==> config.mk <==
export PLATFORM = sky130hd
export DESIGN_NAME = instruction_fetch_unit
export DESIGN_NICKNAME = d
export VERILOG_FILES = /design/src/rtl/instruction_fetch_unit_pkg.sv /design/src/rtl/instruction_fetch_unit_ifid_pipe_reg.sv /design/src/rtl/instruction_fetch_unit.sv
export SDC_FILE = /design/constraint.sdc
export NUM_CORES = 1
export LEC_CHECK = 0
export CORE_MARGIN = 3
export CORE_UTILIZATION = 48
export DETAILED_ROUTE_END_ITERATION = 6
export GPL_ROUTABILITY_DRIVEN = 0
export PLACE_DENSITY = 0.85
export SYNTH_ARGS = -nofsm -noshare
export SYNTH_HDL_FRONTEND = slang
export SYNTH_SLANG_ARGS = --single-unit
export TNS_END_PERCENT = 1
==> constraint.sdc <==
create_clock -name Clk -period 7.8 [get_ports Clk]
set_input_delay 0.78 -clock Clk [delete_from_list [all_inputs] [get_ports Clk]]
set_output_delay 0.78 -clock Clk [all_outputs]
set_load 0.05 [all_outputs]
==> src/rtl/instruction_fetch_unit_pkg.sv <==
// Shared fetch-stage definitions: state encoding, special instruction words,
// and the legal-PC helper used when accepting a new PC.
package instruction_fetch_unit_pkg;

  typedef enum logic [1:0] {
    ST_RUN   = 2'd0,
    ST_FAULT = 2'd1,
    ST_HALT  = 2'd2
  } fetch_state_t;

  // sll $0,$0,0 -- what a bubble or squashed slot looks like to decode.
  localparam logic [31:0] NOP_WORD  = 32'h0000_0000;
  // Only meaningful when halt detection is built in.
  localparam logic [31:0] HALT_WORD = 32'hFFFF_FFFF;

  // A PC is usable when it is word aligned and below the end of memory.
  function automatic logic is_legal_pc(input logic [31:0] addr,
                                       input logic [31:0] limit);
    return (addr[1:0] == 2'b00) && (addr < limit);
  endfunction

endpackage

==> src/rtl/instruction_fetch_unit_ifid_pipe_reg.sv <==
// IF/ID pipeline register with load / hold / squash controls.
// Latency: one clock from load to outputs. Squash beats load; neither means hold.
// Reusable for later pipeline registers that need the same three behaviours.
module ifid_pipe_reg #(
  parameter logic [31:0] NOP = 32'h0000_0000
) (
  input  logic        clk,
  input  logic        rst,
  input  logic        load,
  input  logic        squash,
  input  logic [31:0] instruction_in,
  input  logic [31:0] pc_plus4_in,
  output logic [31:0] instruction,
  output logic [31:0] pc_plus4,
  output logic        valid
);

  // Squash inserts a bubble, load captures a real instruction, otherwise hold.
  always_ff @(posedge clk or posedge rst) begin
    if (rst) begin
      instruction <= NOP;
      pc_plus4    <= 32'h0;
      valid       <= 1'b0;
    end else if (squash) begin
      instruction <= NOP;
      pc_plus4    <= 32'h0;
      valid       <= 1'b0;
    end else if (load) begin
      instruction <= instruction_in;
      pc_plus4    <= pc_plus4_in;
      valid       <= 1'b1;
    end
  end

endmodule

==> src/rtl/instruction_fetch_unit.sv <==
// Fetch stage: owns the PC, addresses a zero-latency ROM, fills IF/ID.
// Latency: ROM word sampled the same cycle, visible in IF/ID after one edge.
// Stall holds PC and IF/ID; Redirect overrides Stall. Optional halt detection
// is compiled in with IFU_HALT_DETECT_EN (adds the Halted port).
module instruction_fetch_unit
  import instruction_fetch_unit_pkg::*;
#(
  parameter logic [31:0] RESET_PC   = 32'h0000_0000,
  parameter int          IMEM_WORDS = 1024,
  parameter logic [31:0] NOP        = NOP_WORD
) (
  input  logic        Clk,
  input  logic        Reset,
  input  logic        Stall,
  input  logic        Redirect,
  input  logic [31:0] RedirectTarget,
  output logic [31:0] ImemAddress,
  input  logic [31:0] ImemInstruction,
  output logic [31:0] IFID_Instruction,
  output logic [31:0] IFID_PCPlus4,
  output logic        IFID_Valid,
  output logic        FetchFault,
`ifdef IFU_HALT_DETECT_EN
  output logic        Halted,
`endif
  output logic [31:0] PC
);

  // First byte address past the end of instruction memory.
  localparam logic [31:0] PC_LIMIT = 32'(IMEM_WORDS * 4);

  fetch_state_t state, state_nxt;
  logic [31:0]  pc_q, pc_nxt, pc_plus4;
  logic         fault_q, fault_nxt;
  logic         ifid_load, ifid_squash;
  logic         target_legal;

  assign pc_plus4     = pc_q + 32'd4;  // modulo 2^32, carry dropped
  assign target_legal = is_legal_pc(RedirectTarget, PC_LIMIT);

  assign ImemAddress = pc_q;
  assign PC          = pc_q;
  assign FetchFault  = fault_q;
`ifdef IFU_HALT_DETECT_EN
  assign Halted      = (state == ST_HALT);
`endif

  // State, PC and sticky fault flag.
  always_ff @(posedge Clk or posedge Reset) begin
    if (Reset) begin
      state   <= ST_RUN;
      pc_q    <= RESET_PC;
      fault_q <= 1'b0;
    end else begin
      state   <= state_nxt;
      pc_q    <= pc_nxt;
      fault_q <= fault_nxt;
    end
  end

  // Next-state, next-PC and IF/ID control decode.
  always_comb begin
    state_nxt   = state;
    pc_nxt      = pc_q;
    fault_nxt   = fault_q;
    ifid_load   = 1'b0;
    ifid_squash = 1'b0;
    case (state)
      ST_RUN: begin
        if (Redirect) begin
          // The word fetched this cycle is wrong-path; drop it.
          pc_nxt      = RedirectTarget;
          ifid_squash = 1'b1;
          if (!target_legal) begin
            fault_nxt = 1'b1;
            state_nxt = ST_FAULT;
          end
        end else if (!Stall) begin
          ifid_load = 1'b1;
`ifdef IFU_HALT_DETECT_EN
          if (ImemInstruction == HALT_WORD) begin
            // Keep PC on the halt word so a debugger sees where it stopped.
            state_nxt = ST_HALT;
          end else
`endif
          begin
            pc_nxt = pc_plus4;
            // The last word is still delivered; only the next PC is bad.
            if (pc_plus4 >= PC_LIMIT) begin
              fault_nxt = 1'b1;
              state_nxt = ST_FAULT;
            end
          end
        end
      end
      ST_FAULT: begin
        if (Redirect && target_legal) begin
          pc_nxt      = RedirectTarget;
          fault_nxt   = 1'b0;
          state_nxt   = ST_RUN;
          ifid_squash = 1'b1;
        end else if (!Stall) begin
          ifid_squash = 1'b1;
        end
      end
`ifdef IFU_HALT_DETECT_EN
      ST_HALT: begin
        // Terminal until reset: Stall and Redirect are ignored.
        ifid_squash = 1'b1;
      end
`endif
      default: begin
        state_nxt = ST_RUN;
      end
    endcase
  end

  ifid_pipe_reg #(
    .NOP(NOP)
  ) u_ifid (
    .clk           (Clk),
    .rst           (Reset),
    .load          (ifid_load),
    .squash        (ifid_squash),
    .instruction_in(ImemInstruction),
    .pc_plus4_in   (pc_plus4),
    .instruction   (IFID_Instruction),
    .pc_plus4      (IFID_PCPlus4),
    .valid         (IFID_Valid)
  );

endmodule

==> results of run 1 <==
[how the worst min path moves through the flow]
stage                             from                 end  slack, ns  depth (start not counted)
finish              u_ifid.pc_plus4[2]  u_ifid.pc_plus4[2]       0.49                          1
global route        u_ifid.pc_plus4[2]  u_ifid.pc_plus4[2]       0.51                          1
CTS                 u_ifid.pc_plus4[2]  u_ifid.pc_plus4[2]       0.49                          1
detailed placement  u_ifid.pc_plus4[2]  u_ifid.pc_plus4[2]       0.47                          1
global placement          u_ifid.valid        u_ifid.valid       0.46                          1
floorplan               ImemAddress[0]      ImemAddress[0]       0.77                          2
[registers in the layout, indices dropped and copies added, names as in the netlist]
signal              cells
FetchFault              1
ImemAddress            32
u_ifid.instruction     32
u_ifid.pc_plus4        32
u_ifid.valid            1
[worst max-delay path: stages]
cell and delay (ns):
clkdlybuf4s50_1 0.53, nor2_4 0.91, nand2_1 0.24, o21ai_2 0.28, buf_4 0.40, a21oi_1 0.07
a2bb2oi_1 0.18
[kinds of logic (layout without fill, tap and decap cells)]
family | after synthesis | in the layout | share of synthesized area, %
mux | 4 | 4 | 0.7965
flops | 98 | 98 | 47.31
simple gates | 145 | 145 | 14.87
buf+inv | 81 | 222 | 9.630
compound gates | 155 | 155 | 22.09
xor+xnor | 30 | 30 | 5.069
fa+ha+maj | 1 | 1 | 0.2413
[through the flow]
step | power, mW | hold slack (ns) | std cells | cell area, um2
CTS | 1.173 | 0.4908 | 791 | 7108
global placement | 0.8193 | 0.4605 | 775 | 6894
floorplan | 0.7320 | 0.7730 | 514 | 5184
finish | 1.173 | 0.4880 | 791 | 7108
detailed placement | 0.8240 | 0.4698 | 775 | 6894
global route | 1.210 | 0.5121 | 791 | 7108
[Yosys cell counts, types with 2 or more instances]
library cell / instances
a211oi_1: 5
a21o_1: 7
a21oi_1: 21
a22o_1: 55
a22oi_1: 4
a2bb2oi_1: 9
a31oi_1: 4
and2_1: 3
and3_1: 4
and4_1: 3
and4_4: 2
buf_1: 9
buf_2: 6
buf_4: 38
buf_6: 5
clkbuf_1: 15
clkbuf_4: 2
dfrtp_1: 98
inv_1: 6
mux2i_1: 3
nand2_1: 30
nand3_1: 20
nand4_1: 11
nor2_1: 30
nor3_1: 8
nor4_1: 14
nor4b_1: 2
o21ai_0: 23
o22a_1: 3
o22ai_1: 7
o2bb2ai_1: 8
o31ai_1: 3
or2_2: 3
or3_1: 4
or4_1: 3
or4_4: 2
xnor2_1: 20
xor2_1: 10
[metal layers]
| metal | vias to the layer above | part of all wire, % | track usage, % | routed length, um |
|---|---|---|---|---|
| met3 | 48 | 10 | 5.285 | 1669 |
| met1 | 2372 | 39 | 35.66 | 6355 |
| li1 | 2141 | - | - | - |
| met4 | 0 | 3.5 | 12.73 | 578 |
| met5 | - | 0 | 0 | 0 |
| met2 | 336 | 47 | 43.33 | 7771 |
[layout make-up]
cell class | instances | area (um2) | area share, %
sequential | 98 | 2452 | 34.50
multi-input combinational | 335 | 2252 | 31.68
timing repair buffer | 200 | 1994 | 28.06
tap | 136 | 170.2 | 2.394
clock buffer | 12 | 165.2 | 2.324
clock inverter | 4 | 48.80 | 0.6865
inverter | 6 | 25.02 | 0.3521
[power groups by stage]
stage               Sequential, mW  Clock, mW  Combinational (mW)
finish                       0.559      0.357               0.257
global route                 0.562      0.379               0.269
CTS                          0.558      0.358               0.258
detailed placement           0.567          0               0.257
global placement             0.565          0               0.254
floorplan                    0.596          0               0.136
==> flow_metrics.tcl, run 1 <==
set metrics [dict create \
    synth_top_cell_by_area "dfrtp_1" \
    htree_levels 3 \
    setup_violations 0 \
    irDropWorstVdd_v 0.00008332 \
    final_util_pct 68.24 \
    switchingPower_mw 0.3789 \
    placementRows 37 \
    tightest_slew_ns 1.286 \
    grt_pass1_wl_um 25210 \
    wire_per_inst_um 20.70 \
    grt_overflow 0 \
    syn_area_um2 5184 \
    drt-initial-drc-count 510 \
    synth.area.top_cells "dfrtp_1 (47%), a22o_1 (9.3%), buf_4 (5.5%)" \
    antenna_found_initial 0 \
    nets 719 \
    yosysWarnings 0 \
    die_w_um 109.9 \
    reg2reg_from "ImemAddress[2]" \
    antenna_cells 0 \
    rrSetupSlack_ns 4.79 \
    dp_hpwl_um 11820 \
    cts_tree "done" \
    crit_path_end "ImemAddress[15]" \
    post_cts_buffers 0 \
    final_common_cell "clkdlybuf4s50_1" \
    syn_nets 583 \
    initial_core_util_pct 49.77 \
    grt.total_usage_pct 27.19 \
    clkLatencyLatePin_ns 0.38 \
    worstSetupPathType "in2reg" \
    finalCritPeriodShare_pct 40.87 \
    syn_inst 514 \
    synth_seq_cells 98 \
    hold_viol 0 \
    required_ns 8.02 \
    path_clk_slew_ns 0.10 \
    reg2reg_to "FetchFault" \
    wirelength_um 16370 \
    avgSynthCellArea_um2 10.09 \
    reg2regPathDepth 7 \
    io_pins 198 \
    clockPowerShare_pct 30.5 \
    vias_per_cell 6.191 \
    yosysSeqAreaShare_pct 47.31 \
    fillers 804 \
    synth_top_cell_area_share_pct 47.31 \
    p_int_mw 0.7940 \
    fin_crit_ns 3.188 \
    max_freq_ghz 0.3137 \
    core_area_um2 10420 \
    cts_buffers 9 \
    num_vias 4897 \
    die_h_um 109.9 \
    outcome "completed" \
    pre_cts_ws_ns 4.263 \
    switching_share_pct 32.31 \
    slew_viol_final 0 \
    finalSetupTns_ns 0 \
    p_leak_nw 2.962 \
    drc 0 \
    grt_max_degree 75 \
    grt_pass1_vias 4674 \
    rsz0062_at_grt "false" \
    final_cell_mix "clkdlybuf4s50_1 (197), dfrtp_1 (98), a22o_1 (55)" \
    crit_start "Redirect" \
    synth_edf_count 0 \
    area_growth_pct 37.12 \
    relSlewSlack_pct 14.27 \
    holdCritPathClass "reg2reg" \
    drv_cap 0 \
    clock-sinks 98 \
    ys_types 52 \
    clockRootBuffer "clkbuf_8" \
    p_per_area_nw_per_um2 165.0 \
    end_kind "flop" \
    worstPathMaxFanout 52 \
    seqPwrFrac_pct 47.6 \
    cp-start-kind "input pin" \
    cts_resized 0 \
    p_comb_share_pct 21.9 \
    setup_ws_ns 4.612 \
    hold_buffers 0 \
    drive_above_1_share_pct 5.802 \
    drt_pass1_iterations 6 \
    drtAntennaViolNets 0 \
    skew_ns 0.009458 \
    clk_path_buf_depth 2 \
    die_area_um2 12080 \
    portBuffers 197 \
    arrival_ns 3.41 \
    synthArstFlopShare_pct 100.0 \
    synth_ff_type "dfrtp_1" \
]
Power figures use the tool's default switching activity.
==> inputs of run 2 (changes only) <==
--- a/config.mk
+++ b/config.mk
@@ -6,10 +6,10 @@
 export NUM_CORES = 1
 export LEC_CHECK = 0
 export CORE_MARGIN = 3
-export CORE_UTILIZATION = 48
+export CORE_UTILIZATION = 40
 export DETAILED_ROUTE_END_ITERATION = 6
 export GPL_ROUTABILITY_DRIVEN = 0
-export PLACE_DENSITY = 0.85
+export PLACE_DENSITY = 0.76
 export SYNTH_ARGS = -nofsm -noshare
 export SYNTH_HDL_FRONTEND = slang
 export SYNTH_SLANG_ARGS = --single-unit
==> constraint.sdc (replaced) <==
create_clock -name Clk -period 2.9 [get_ports Clk]
set_input_delay 0.29 -clock Clk [delete_from_list [all_inputs] [get_ports Clk]]
set_output_delay 0.29 -clock Clk [all_outputs]
set_load 0.05 [all_outputs]
==> flow_metrics.tcl, run 2 (same netlist as run 1, synthesis figures left out) <==
set metrics [dict create \
    rsz0062_at_grt "false" \
    worstPathMaxFanout 11 \
    grt_overflow 0 \
    antenna_cells 0 \
    drt_pass1_iterations 5 \
    final_cell_mix "clkdlybuf4s50_1 (197), dfrtp_1 (98), a22o_1 (55)" \
    finalCritPeriodShare_pct 87.92 \
    finalSetupTns_ns 0 \
    drt-initial-drc-count 433 \
    drtAntennaViolNets 0 \
    drc 0 \
    clk_path_buf_depth 2 \
    rrSetupSlack_ns 0.35 \
    grt.total_usage_pct 22.60 \
    hold_viol 0 \
    post_cts_buffers 0 \
    drive_above_1_share_pct 8.036 \
    worstSetupPathType "reg2reg" \
    path_clk_slew_ns 0.07 \
    grt_pass1_wl_um 25830 \
    outcome "completed" \
    clockRootBuffer "clkbuf_16" \
    initial_core_util_pct 41.93 \
    slew_viol_final 0 \
    end_kind "flop" \
    nets 736 \
    die_w_um 119.8 \
    placementRows 40 \
    reg2regPathDepth 8 \
    placed_cells 824 \
    p_per_area_nw_per_um2 475.0 \
    holdCritPathClass "in2async" \
    reg2reg_from "ImemAddress[3]" \
    skew_ns 0.006145 \
    htree_levels 3 \
    clkLatencyLatePin_ns 0.34 \
    cts_tree "done" \
    dp_hpwl_um 12290 \
    irDropWorstVdd_v 0.0002409 \
    die_h_um 119.8 \
    cp-start-kind "flop" \
    antenna_found_initial 0 \
    num_vias 4793 \
    final_util_pct 60.08 \
    final_common_cell "clkdlybuf4s50_1" \
    p_leak_nw 3.105 \
    core_area_um2 12360 \
    relSlewSlack_pct 40.99 \
    hold_buffers 0 \
    max_freq_ghz 0.3922 \
    cts_buffers 9 \
    cts_resized 0 \
    reg2reg_to "ImemAddress[22]" \
    required_ns 3.18 \
    die_area_um2 14360 \
    vias_per_cell 5.706 \
    fin_crit_ns 2.550 \
    arrival_ns 2.83 \
    area_growth_pct 43.28 \
    grt_pass1_vias 4622 \
    setup_violations 0 \
    drv_cap 0 \
    wire_per_inst_um 19.68 \
    final_cells 840 \
    io_pins 198 \
    wirelength_um 16530 \
    tightest_slew_ns 0.8850 \
    portBuffers 197 \
    grt_max_degree 52 \
    clock-sinks 98 \
]
-- run 2: cell count changes in the layout (fill, tap and decap cells not counted) --
cell and change:
inv_6 +2, clkbuf_1 +1, buf_4 +14, clkbuf_16 +9
clkinv_2 -2, clkinvlp_4 +1, clkbuf_8 -11, buf_12 +3
clkinv_4 -1, bufinv_16 +1
-- run 2: metrics by stage --
| stage | hold WS [ns] | power [mW] | setup WS, ns | area (um2) |
|---|---|---|---|---|
| final | 0.4217 | 3.528 | 0.3504 | 7427 |
| after global routing | 0.4703 | 3.646 | 0.1570 | 7427 |
| after CTS | 0.4408 | 3.552 | 0.3656 | 7427 |
| after detailed placement | 0.4769 | 2.237 | 0.06741 | 7099 |
| after global placement | 0.4613 | 2.231 | 0.06047 | 7099 |
| after floorplan | 0.4068 | 1.969 | 0.04793 | 5184 |
-- run 2: how the worst max path moves through the flow --
| stage | start | slack [ns] | to | cells past startpoint |
|---|---|---|---|---|
| 2_1_floorplan | Reset | 0.05 | FetchFault | 1 |
| 6_report | ImemAddress[3] | 0.35 | ImemAddress[22] | 8 |
| 3_5_place_dp | Redirect | 0.07 | ImemAddress[3] | 8 |
| 5_1_grt | Redirect | 0.16 | ImemAddress[26] | 8 |
| 3_3_place_gp | Redirect | 0.06 | ImemAddress[3] | 8 |
| 4_1_cts | ImemAddress[3] | 0.37 | ImemAddress[22] | 8 |
-- run 2: cell type report --
class | instances | area (um2)
fill | 1037 | 4935
multi-input combinational | 335 | 2252
timing repair buffer | 217 | 2160
clock inverter | 5 | 85.08
clock buffer | 11 | 242.7
sequential | 98 | 2452
tap | 168 | 210.2
inverter | 6 | 25.02
-- run 2: metal layers --
metal	vias up	global-route usage [%]	share of wire [%]
li1	2194	-	-
met5	-	0	0
met4	0	6.299	2.0
met1	2301	30.44	42
met3	20	4.430	8.6
met2	278	37.29	48
-- run 2: critical path, stage by stage, from the launching register on --
cell and delay, ns:
dfrtp_1 0.46, ha_1 0.30, and3_1 0.26, nand4_1 0.15
buf_4 0.24, or4_1 0.53, and2_1 0.20, a211oi_1 0.24
a21o_1 0.11
-- run 2: power breakdown --
| part | internal [mW] | leakage (nW) | switching [mW] |
|---|---|---|---|
| combinational | 0.282 | 1.62 | 0.451 |
| clock | 0.787 | 0.157 | 0.528 |
| sequential | 1.40 | 1.32 | 0.0790 |
| total | 2.47 | 3.10 | 1.06 |
